File: config.mk
export PLATFORM = sky130hd
export DESIGN_NAME = keypad_scanner
export DESIGN_NICKNAME = d
export VERILOG_FILES = /design/src/rtl/keypad_scanner.sv
export SDC_FILE = /design/constraint.sdc
export NUM_CORES = 1
export LEC_CHECK = 0
export ABC_CLOCK_PERIOD_IN_PS = 2260
export CORE_MARGIN = 4
export CORE_UTILIZATION = 40
export CTS_BUF_LIST = sky130_fd_sc_hd__clkbuf_4 sky130_fd_sc_hd__clkbuf_8
export DETAILED_ROUTE_END_ITERATION = 12
export DONT_BUFFER_PORTS = 1
export PLACE_DENSITY_LB_ADDON = 0.3
export RECOVER_POWER = 50
export SLEW_MARGIN = 20
export SYNTH_ARGS = -nofsm -noshare
export SYNTH_HDL_FRONTEND = slang
export SYNTH_SLANG_ARGS = --single-unit
File: constraint.sdc
create_clock -name clk -period 2.26 [get_ports clk]
set_input_delay 0.339 -clock clk [delete_from_list [all_inputs] [get_ports clk]]
set_output_delay 0.339 -clock clk [all_outputs]
set_load 0.01 [all_outputs]
File: src/rtl/keypad_scanner.sv
// Passive key-matrix scanner: walks one active-low column at a time, debounces a single
// key on that column and reports it as col*ROWS+row with a one-cycle valid pulse.
module keypad_scanner #(
    parameter int ROWS         = 4,
    parameter int COLS         = 4,
    parameter int SCAN_DIV     = 5000,
    parameter int DEBOUNCE_CNT = 8
) (
    input  logic            clk,
    input  logic            rst_n,
    input  logic [ROWS-1:0] row_n,
    output logic [COLS-1:0] col_n,
    output logic [4:0]      key_code,
    output logic            key_valid,
    output logic            key_held
);

    localparam int RW = (ROWS > 1) ? $clog2(ROWS) : 1;
    localparam int CW = (COLS > 1) ? $clog2(COLS) : 1;
    localparam int DW = $clog2(SCAN_DIV);
    localparam int NW = $clog2(DEBOUNCE_CNT + 1);

    typedef enum logic [1:0] {SCAN, DEBOUNCE, HELD, RELEASE} state_t;

    state_t          state, state_d;
    logic [ROWS-1:0] rs_meta, rs, low;
    logic [DW-1:0]   div;
    logic            sample, hit, match, do_accept, do_release;
    logic [CW-1:0]   col, col_d, col_next;
    logic [RW-1:0]   cand, cand_d, hit_row;
    logic [NW-1:0]   cnt, cnt_d;
    logic [4:0]      code_d;
    logic            valid_d, held_d;

    assign sample   = (div == DW'(SCAN_DIV - 1));
    assign low      = ~rs;
    // Exactly one low row is a hit; several low rows (ghosting) count as empty.
    assign hit      = (low != '0) && ((low & (low - 1'b1)) == '0);
    assign match    = hit && (hit_row == cand);
    assign col_next = (col == CW'(COLS - 1)) ? '0 : col + 1'b1;
    assign col_n    = ~(COLS'(1) << col);

    always_comb begin
        hit_row = '0;
        for (int i = 0; i < ROWS; i++) begin
            if (!rs[i]) hit_row = RW'(i);
        end
    end

    always_comb begin
        state_d    = state;
        col_d      = col;
        cand_d     = cand;
        cnt_d      = cnt;
        code_d     = key_code;
        valid_d    = 1'b0;
        held_d     = key_held;
        do_accept  = 1'b0;
        do_release = 1'b0;
        if (sample) begin
            case (state)
                SCAN: begin
                    if (hit) begin
                        cand_d = hit_row;
                        if (DEBOUNCE_CNT == 1) begin
                            do_accept = 1'b1;
                        end else begin
                            cnt_d   = NW'(1);
                            state_d = DEBOUNCE;
                        end
                    end else begin
                        col_d = col_next;
                    end
                end
                DEBOUNCE: begin
                    if (match) begin
                        if (cnt == NW'(DEBOUNCE_CNT - 1)) do_accept = 1'b1;
                        else                              cnt_d = cnt + 1'b1;
                    end else begin
                        cnt_d   = '0;
                        col_d   = col_next;
                        state_d = SCAN;
                    end
                end
                HELD: begin
                    if (!match) begin
                        if (DEBOUNCE_CNT == 1 && !hit) begin
                            do_release = 1'b1;
                        end else begin
                            cnt_d   = NW'(1);
                            state_d = RELEASE;
                        end
                    end
                end
                RELEASE: begin
                    if (match) begin
                        cnt_d   = '0;
                        state_d = HELD;
                    end else if (hit) begin
                        cnt_d = '0;
                    end else if (cnt == NW'(DEBOUNCE_CNT - 1)) begin
                        do_release = 1'b1;
                    end else begin
                        cnt_d = cnt + 1'b1;
                    end
                end
                default: state_d = SCAN;
            endcase
        end
        if (do_accept) begin
            code_d  = 5'(col) * 5'(ROWS) + 5'(hit_row);
            valid_d = 1'b1;
            held_d  = 1'b1;
            cnt_d   = '0;
            state_d = HELD;
        end
        if (do_release) begin
            held_d  = 1'b0;
            cnt_d   = '0;
            col_d   = col_next;
            state_d = SCAN;
        end
    end

    always_ff @(posedge clk or negedge rst_n) begin
        if (!rst_n) begin
            rs_meta   <= '1;
            rs        <= '1;
            div       <= '0;
            state     <= SCAN;
            col       <= '0;
            cand      <= '0;
            cnt       <= '0;
            key_code  <= '0;
            key_valid <= 1'b0;
            key_held  <= 1'b0;
        end else begin
            rs_meta   <= row_n;
            rs        <= rs_meta;
            div       <= sample ? '0 : div + 1'b1;
            state     <= state_d;
            col       <= col_d;
            cand      <= cand_d;
            cnt       <= cnt_d;
            key_code  <= code_d;
            key_valid <= valid_d;
            key_held  <= held_d;
        end
    end

endmodule
# Word-level counts from Yosys, hierarchy flattened

Cells that the tools add are included.

Output and inout port bits: 11
Memories: 0
Logic and storage cells: 84
Latch bits: 0
ROM bits: 0
Register bits: 38
Memory bits (writable): 0
Bits of input ports: 6

Div/mod/pow operators: 0
Add/sub/neg operators: 5
Shift-type cells: 1
Reductions and logical operators: 13
Muxes and demuxes: 39
Bitwise gates (word level): 3
Eq/ne operators: 13
Order comparisons: 0
Multipliers: 0

Operator list:

| cell                    | count |
|---|---|
| $mux W4                 | 9 |
| $mux W2                 | 14 |
| $ne A4 B4 Y1 const B    | 4 |
| $pmux W4 S4             | 1 |
| $add A13 B1 Y13 const B | 1 |
| $eq A13 B13 Y1 const B  | 1 |
| $mux W13                | 1 |
| $mux W1                 | 12 |
| $not A4 Y4              | 2 |
| $pmux W2 S4             | 1 |
| $eq A2 B2 Y1 const B    | 3 |
| $ne A3 B3 Y1 const B    | 2 |
| $reduce_and A3 Y1       | 2 |
| $reduce_bool A3 Y1      | 2 |
| $add A4 B2 Y5           | 1 |
| $reduce_and A5 Y1       | 1 |
| $add A4 B1 Y4 const B   | 1 |
| $and A4 B4 Y4           | 1 |
| $eq A4 B3 Y1 const B    | 1 |
| $logic_not A4 Y1        | 1 |
| $pmux W2 S2             | 1 |
| $reduce_and A4 Y1       | 1 |
| $reduce_bool A2 Y1      | 2 |
| $reduce_bool A4 Y1      | 1 |
| other kinds (7)         | 8 |

# Depth between registers and ports, before layout

Depth in word-level cells: 11
Gate-level depth with buffers: 8
Gate-level depth less buffers: 7

# Worst setup path after synthesis

OpenSTA, ideal clock, no wires.

Path type: flip-flop to flip-flop
Start point: reg div[6]
End point: reg cand[0]
Setup time: 0.128 ns
Data required time: 2.132 ns
Period minus slack after synthesis: 2.141 ns
Setup slack: 0.119 ns
Path buffers: 1
Data arrival time: 2.014 ns
Cell stages (with the launch flop): 6
Cell sequence: dfrtp_1 -> or4b_1 -> or3_1 -> buf_6 -> nor4_4 -> mux2_1

Cells in the longest elaborated chain, start to end: 2

Ends and longest elaborated chain:

| element                            | RTL line | text |
|---|---|---|
| start, declared                    | 27       | `logic [DW-1:0] div;` |
| start signal, assigned             | 140      | `div <= sample ? '0 : div + 1'b1;` |
| $eq A13 B13 Y1                     | 35       | `assign sample = (div == DW'(SCAN_DIV - 1));` |
| $reduce_and A3 Y1 (no source line) | -        |  |
| end signal, assigned               | 143      | `cand <= cand_d;` |
| end, declared                      | 30       | `logic [RW-1:0] cand, cand_d, hit_row;` |

No other way between the ends.
A chain may end at the register's enable or synchronous reset.

# Worst setup path after layout

Start point: reg div[5]
End point: reg cand[0]

Same word-level chain as after synthesis.

==> flow_metrics.py <==
metrics = {
    "synthesis": {
        "fraction_of_registers_with_async_set_reset_pct": 100,
        "syn_area_um2": 1900,
        "gate_count_of_the_mapped_netlist": 181,
        "synth-seq-area-share_pct": 49.4,
        "synth-edff-count": 0,
        "ys_seq_elements": 37,
        "ys.flop_type": "sky130_fd_sc_hd__dfrtp_1",
        "yosys_warnings": 0,
        "synth_cell_type_count": 46,
        "syn_nets": 193,
        "syn_area_cell_um2": 10.5,
    },
    "placement": {
        "place.detailed.instances": 229,
        "port-buffer-count": 0,
        "preCtsSetupSlack_ps": 88.8,
        "detailedPlacementHpwl_um": 2600,
        "gp_congestion": 0.857,
    },
    "timing": {
        "fin_crit_sh_pct": 98.1,
        "fin_tns_setup_ps": 0,
        "min_period_ps": 2220,
        "worstMarginPinSlew_ps": 860,
        "final.setup_skew_ps": 3.64,
        "post-route-worst-setup-slack_ps": 43.3,
        "final_hold_viol_count": 0,
        "achievable-frequency_ghz": 0.451,
        "finalMaxSlewViolations": 0,
        "final-setup-viol-count": 0,
        "worst_slew_margin_rel_pct": 42.6,
        "grt_setup_unrepaired": "true",
    },
    "drt": {
        "wl_met3_um": 89,
        "viasPerCell": 5.49,
        "route.detailed.wl_per_inst_um": 14.9,
        "met2RoutedLength_um": 1800,
        "routedLengthMet1_um": 1660,
        "drc": 0,
        "routed.top_layer": "met4",
        "drtAntennaViolNets": 0,
        "drt_pre_antenna_iters": 4,
        "drt_wl_total_um": 3580,
        "drtIter0Drc": 120,
        "dr_total_vias": 1317,
    },
    "critical_path": {
        "startpoint_type": "flop",
        "timing.critical_path.slowest_stage_cell": "sky130_fd_sc_hd__or4b_1",
        "cpPeakStageDelay_ps": 560,
        "cp_data_arrival_time_ps": 2390,
        "crit_chain": "or4b_1 -> or3_1 -> nor4_4 -> mux2_1",
        "crit_path_max_fanout": 3,
        "critical-path-top-delay-family": "simple AND/OR/NAND/NOR gates",
        "critical_path_end_type": "flop",
        "wp_data_required_ps": 2430,
        "timing.setup.critical_path_class": "reg2reg",
        "cp.buffers_inverters": 0,
    },
    "grt": {
        "pin_count_of_the_biggest_net_entering_global_routing": 38,
        "gr-usage-all-layers_pct": 12.8,
        "first_global_vias": 1329,
        "grt_first_pass_wirelength_um": 6010,
        "initial_antenna_violation_count": 0,
        "grt_overflow": 0,
    },
    "run": {
        "drv_cap": 0,
    },
    "power": {
        "powerDensity_nw_per_um2": 664,
        "leakage_power_of_the_design_uw": 0.000905,
        "vdd_drop_max_mv": 0.468,
    },
    "cts": {
        "cts_num_sinks": 37,
        "ctsHtreeMaxLevel": 2,
        "cts_tree": "built",
        "cts.path.max_buffers": 2,
        "number_of_buffers_inserted_during_clock_tree_synthesis": 5,
        "worst_setup_hold_path_clk_slew_ps": 70,
        "clkLatencyLatePin_ps": 280,
        "clock_tree.root_cell": "sky130_fd_sc_hd__clkbuf_8",
    },
    "floorplanning": {
        "core_region_area_um2": 4470,
        "die_w_um": 76.8,
        "num_io_pins": 17,
        "start_util_pct": 42.4,
        "std_cell_rows": 24,
        "height_of_the_die_um": 76.8,
        "design.die.area_um2": 5900,
    },
    "cells_and_area": {
        "final_net_count": 199,
        "finish.cell_count_without_fillers": 240,
        "drive_above_1_share_pct": 19.1,
        "sequential_cell_area_um2": 936,
        "fillCellCount": 414,
        "layout-area-overhead-vs-synth_pct": 11.7,
        "area_of_combinational_cells_with_multiple_inputs_um2": 873,
        "antenna_cells": 0,
    },
    "min_path": {
        "min_path_type": "in2reg",
    },
    "status": {
        "run_status": "complete, no violations",
    },
}
[cell type report]
| cell class | count | area share, % |
|---|---|---|
| timing repair buffer | 9 | 3.19 |
| tap | 52 | 3.07 |
| sequential | 37 | 44.2 |
| clock buffer | 5 | 3.25 |
| clock inverter | 3 | 3.25 |
| multi-input combinational | 124 | 41.3 |
| inverter | 10 | 1.77 |
[metrics by stage]
step                cell area [µm²]  total power (µW)  utilization, %  hold WS, ps
CTS                            2120              1430            47.4         36.8
detailed placement             1950               723            43.6         44.1
floorplan                      1900               719               -         43.4
global route                   2120              1460            47.3         27.7
finish                         2120              1410            47.3         45.9
global placement               1950               722            43.6         44.2
[cell usage after synthesis (2+ instances only)]
master,number,share of area (%)
sky130_fd_sc_hd__clkbuf_1,4,0.79
sky130_fd_sc_hd__xor2_1,5,2.3
sky130_fd_sc_hd__o211ai_1,3,1.2
sky130_fd_sc_hd__and3b_1,3,1.4
sky130_fd_sc_hd__nand4_1,3,0.99
sky130_fd_sc_hd__mux2_2,7,4.2
sky130_fd_sc_hd__o32ai_1,2,0.92
sky130_fd_sc_hd__nand2b_1,2,0.66
sky130_fd_sc_hd__xnor2_1,6,2.8
sky130_fd_sc_hd__ha_1,6,4.0
sky130_fd_sc_hd__and2_1,3,0.99
sky130_fd_sc_hd__dfstp_2,8,11
sky130_fd_sc_hd__or3_1,2,0.66
sky130_fd_sc_hd__nor2_1,15,3.0
sky130_fd_sc_hd__nand3_1,8,2.1
sky130_fd_sc_hd__nor3_1,4,1.1
sky130_fd_sc_hd__a31oi_1,3,0.99
sky130_fd_sc_hd__nor3b_1,2,0.79
sky130_fd_sc_hd__or4b_1,2,1.1
sky130_fd_sc_hd__inv_1,10,2.0
sky130_fd_sc_hd__buf_2,4,1.1
sky130_fd_sc_hd__o21ai_0,6,1.6
sky130_fd_sc_hd__a21oi_1,4,1.1
sky130_fd_sc_hd__nand2_1,16,3.2
sky130_fd_sc_hd__dfrtp_1,29,38
sky130_fd_sc_hd__and3_1,2,0.66
sky130_fd_sc_hd__nand4b_1,3,1.4
[registers in the layout, summed over array words and instances (netlist names)]
signal / count
key_held: 1
key_code: 4
div: 13
cand: 2
key_valid: 1
col: 2
state: 2
rs: 4
rs_meta: 4
cnt: 4
[layout by cell type (no fill, tap or decap), drive strengths merged, types with 2 or more instances in the layout]
| cell type | netlist | final |
|---|---|---|
| dfrtp | 29 | 29 |
| nand2 | 16 | 16 |
| nor2 | 15 | 15 |
| inv | 10 | 11 |
| nand3 | 8 | 8 |
| dfstp | 8 | 8 |
| mux2 | 8 | 8 |
| buf | 6 | 7 |
| o21ai | 6 | 6 |
| xnor2 | 6 | 6 |
| ha | 6 | 6 |
| clkbuf | 4 | 6 |
| xor2 | 5 | 5 |
| a21oi | 5 | 5 |
| nor3 | 5 | 5 |
| and3b | 3 | 3 |
| and2 | 3 | 3 |
| nand4 | 3 | 3 |
| a31oi | 3 | 3 |
| o211ai | 3 | 3 |
| nand4b | 3 | 3 |
| nor3b | 2 | 2 |
| and3 | 2 | 2 |
| or4b | 2 | 2 |
| or3 | 2 | 2 |
| nand2b | 2 | 2 |
| o32ai | 2 | 2 |
| bufinv | 0 | 2 |
[report_power, final]
part           leakage [µW]  switching, µW  internal [µW]
Combinational      0.000361           25.1           12.5
Sequential         0.000475           11.4            675
Clock             0.0000687            238            444
Total              0.000905            275           1130
[kinds of logic after synthesis]
kind of cell / count (synthesis) / synth area share, %
AND/OR/NAND/NOR: 69 / 20.7
flip-flops: 37 / 49.4
AO/OA/AOI/OAI: 29 / 11.2
buffers and inverters: 20 / 4.82
XOR/XNOR: 11 / 5.08
multiplexers: 8 / 4.75
adder cells (fa/ha/maj): 6 / 3.96
other: 1 / 0.198
[timing repair]
| item | CTS | global route |
|---|---|---|
| setup endpoints to repair | 0 | 4 |
| setup buffers | 0 | 1 |
| hold endpoints to repair | 37 | 0 |
| gates resized for setup | 0 | 1 |
| hold buffers | 2 | 0 |
[worst register-to-register path: stages (launching register included)]
cell	delay, ps
sky130_fd_sc_hd__dfrtp_1	390
sky130_fd_sc_hd__or4b_1	560
sky130_fd_sc_hd__or3_1	510
sky130_fd_sc_hd__nor4_4	300
sky130_fd_sc_hd__mux2_1	360
[metal layers]
metal  GRT usage (%)  vias up
met5               0        -
met4            4.53        0
met2            22.0       15
met1            15.6      652
li1                -      646
met3            3.04        4
[worst paths after layout]
path / cells after the start / end / startpoint / slack, ps
worst max-delay path: 4 / cand[0] / div[5] / 40
worst min-delay path: 0 / rs_meta[0] / row_n[0] / 50
worst max register to register: 4 / cand[0] / div[5] / 40
worst min register to register: 0 / rs[2] / rs_meta[2] / 350
max in group asynchronous: 2 / key_code[3] / rst_n / 1010
min in group asynchronous: 2 / div[11] / rst_n / 720
Power figures use the tool's default switching activity.
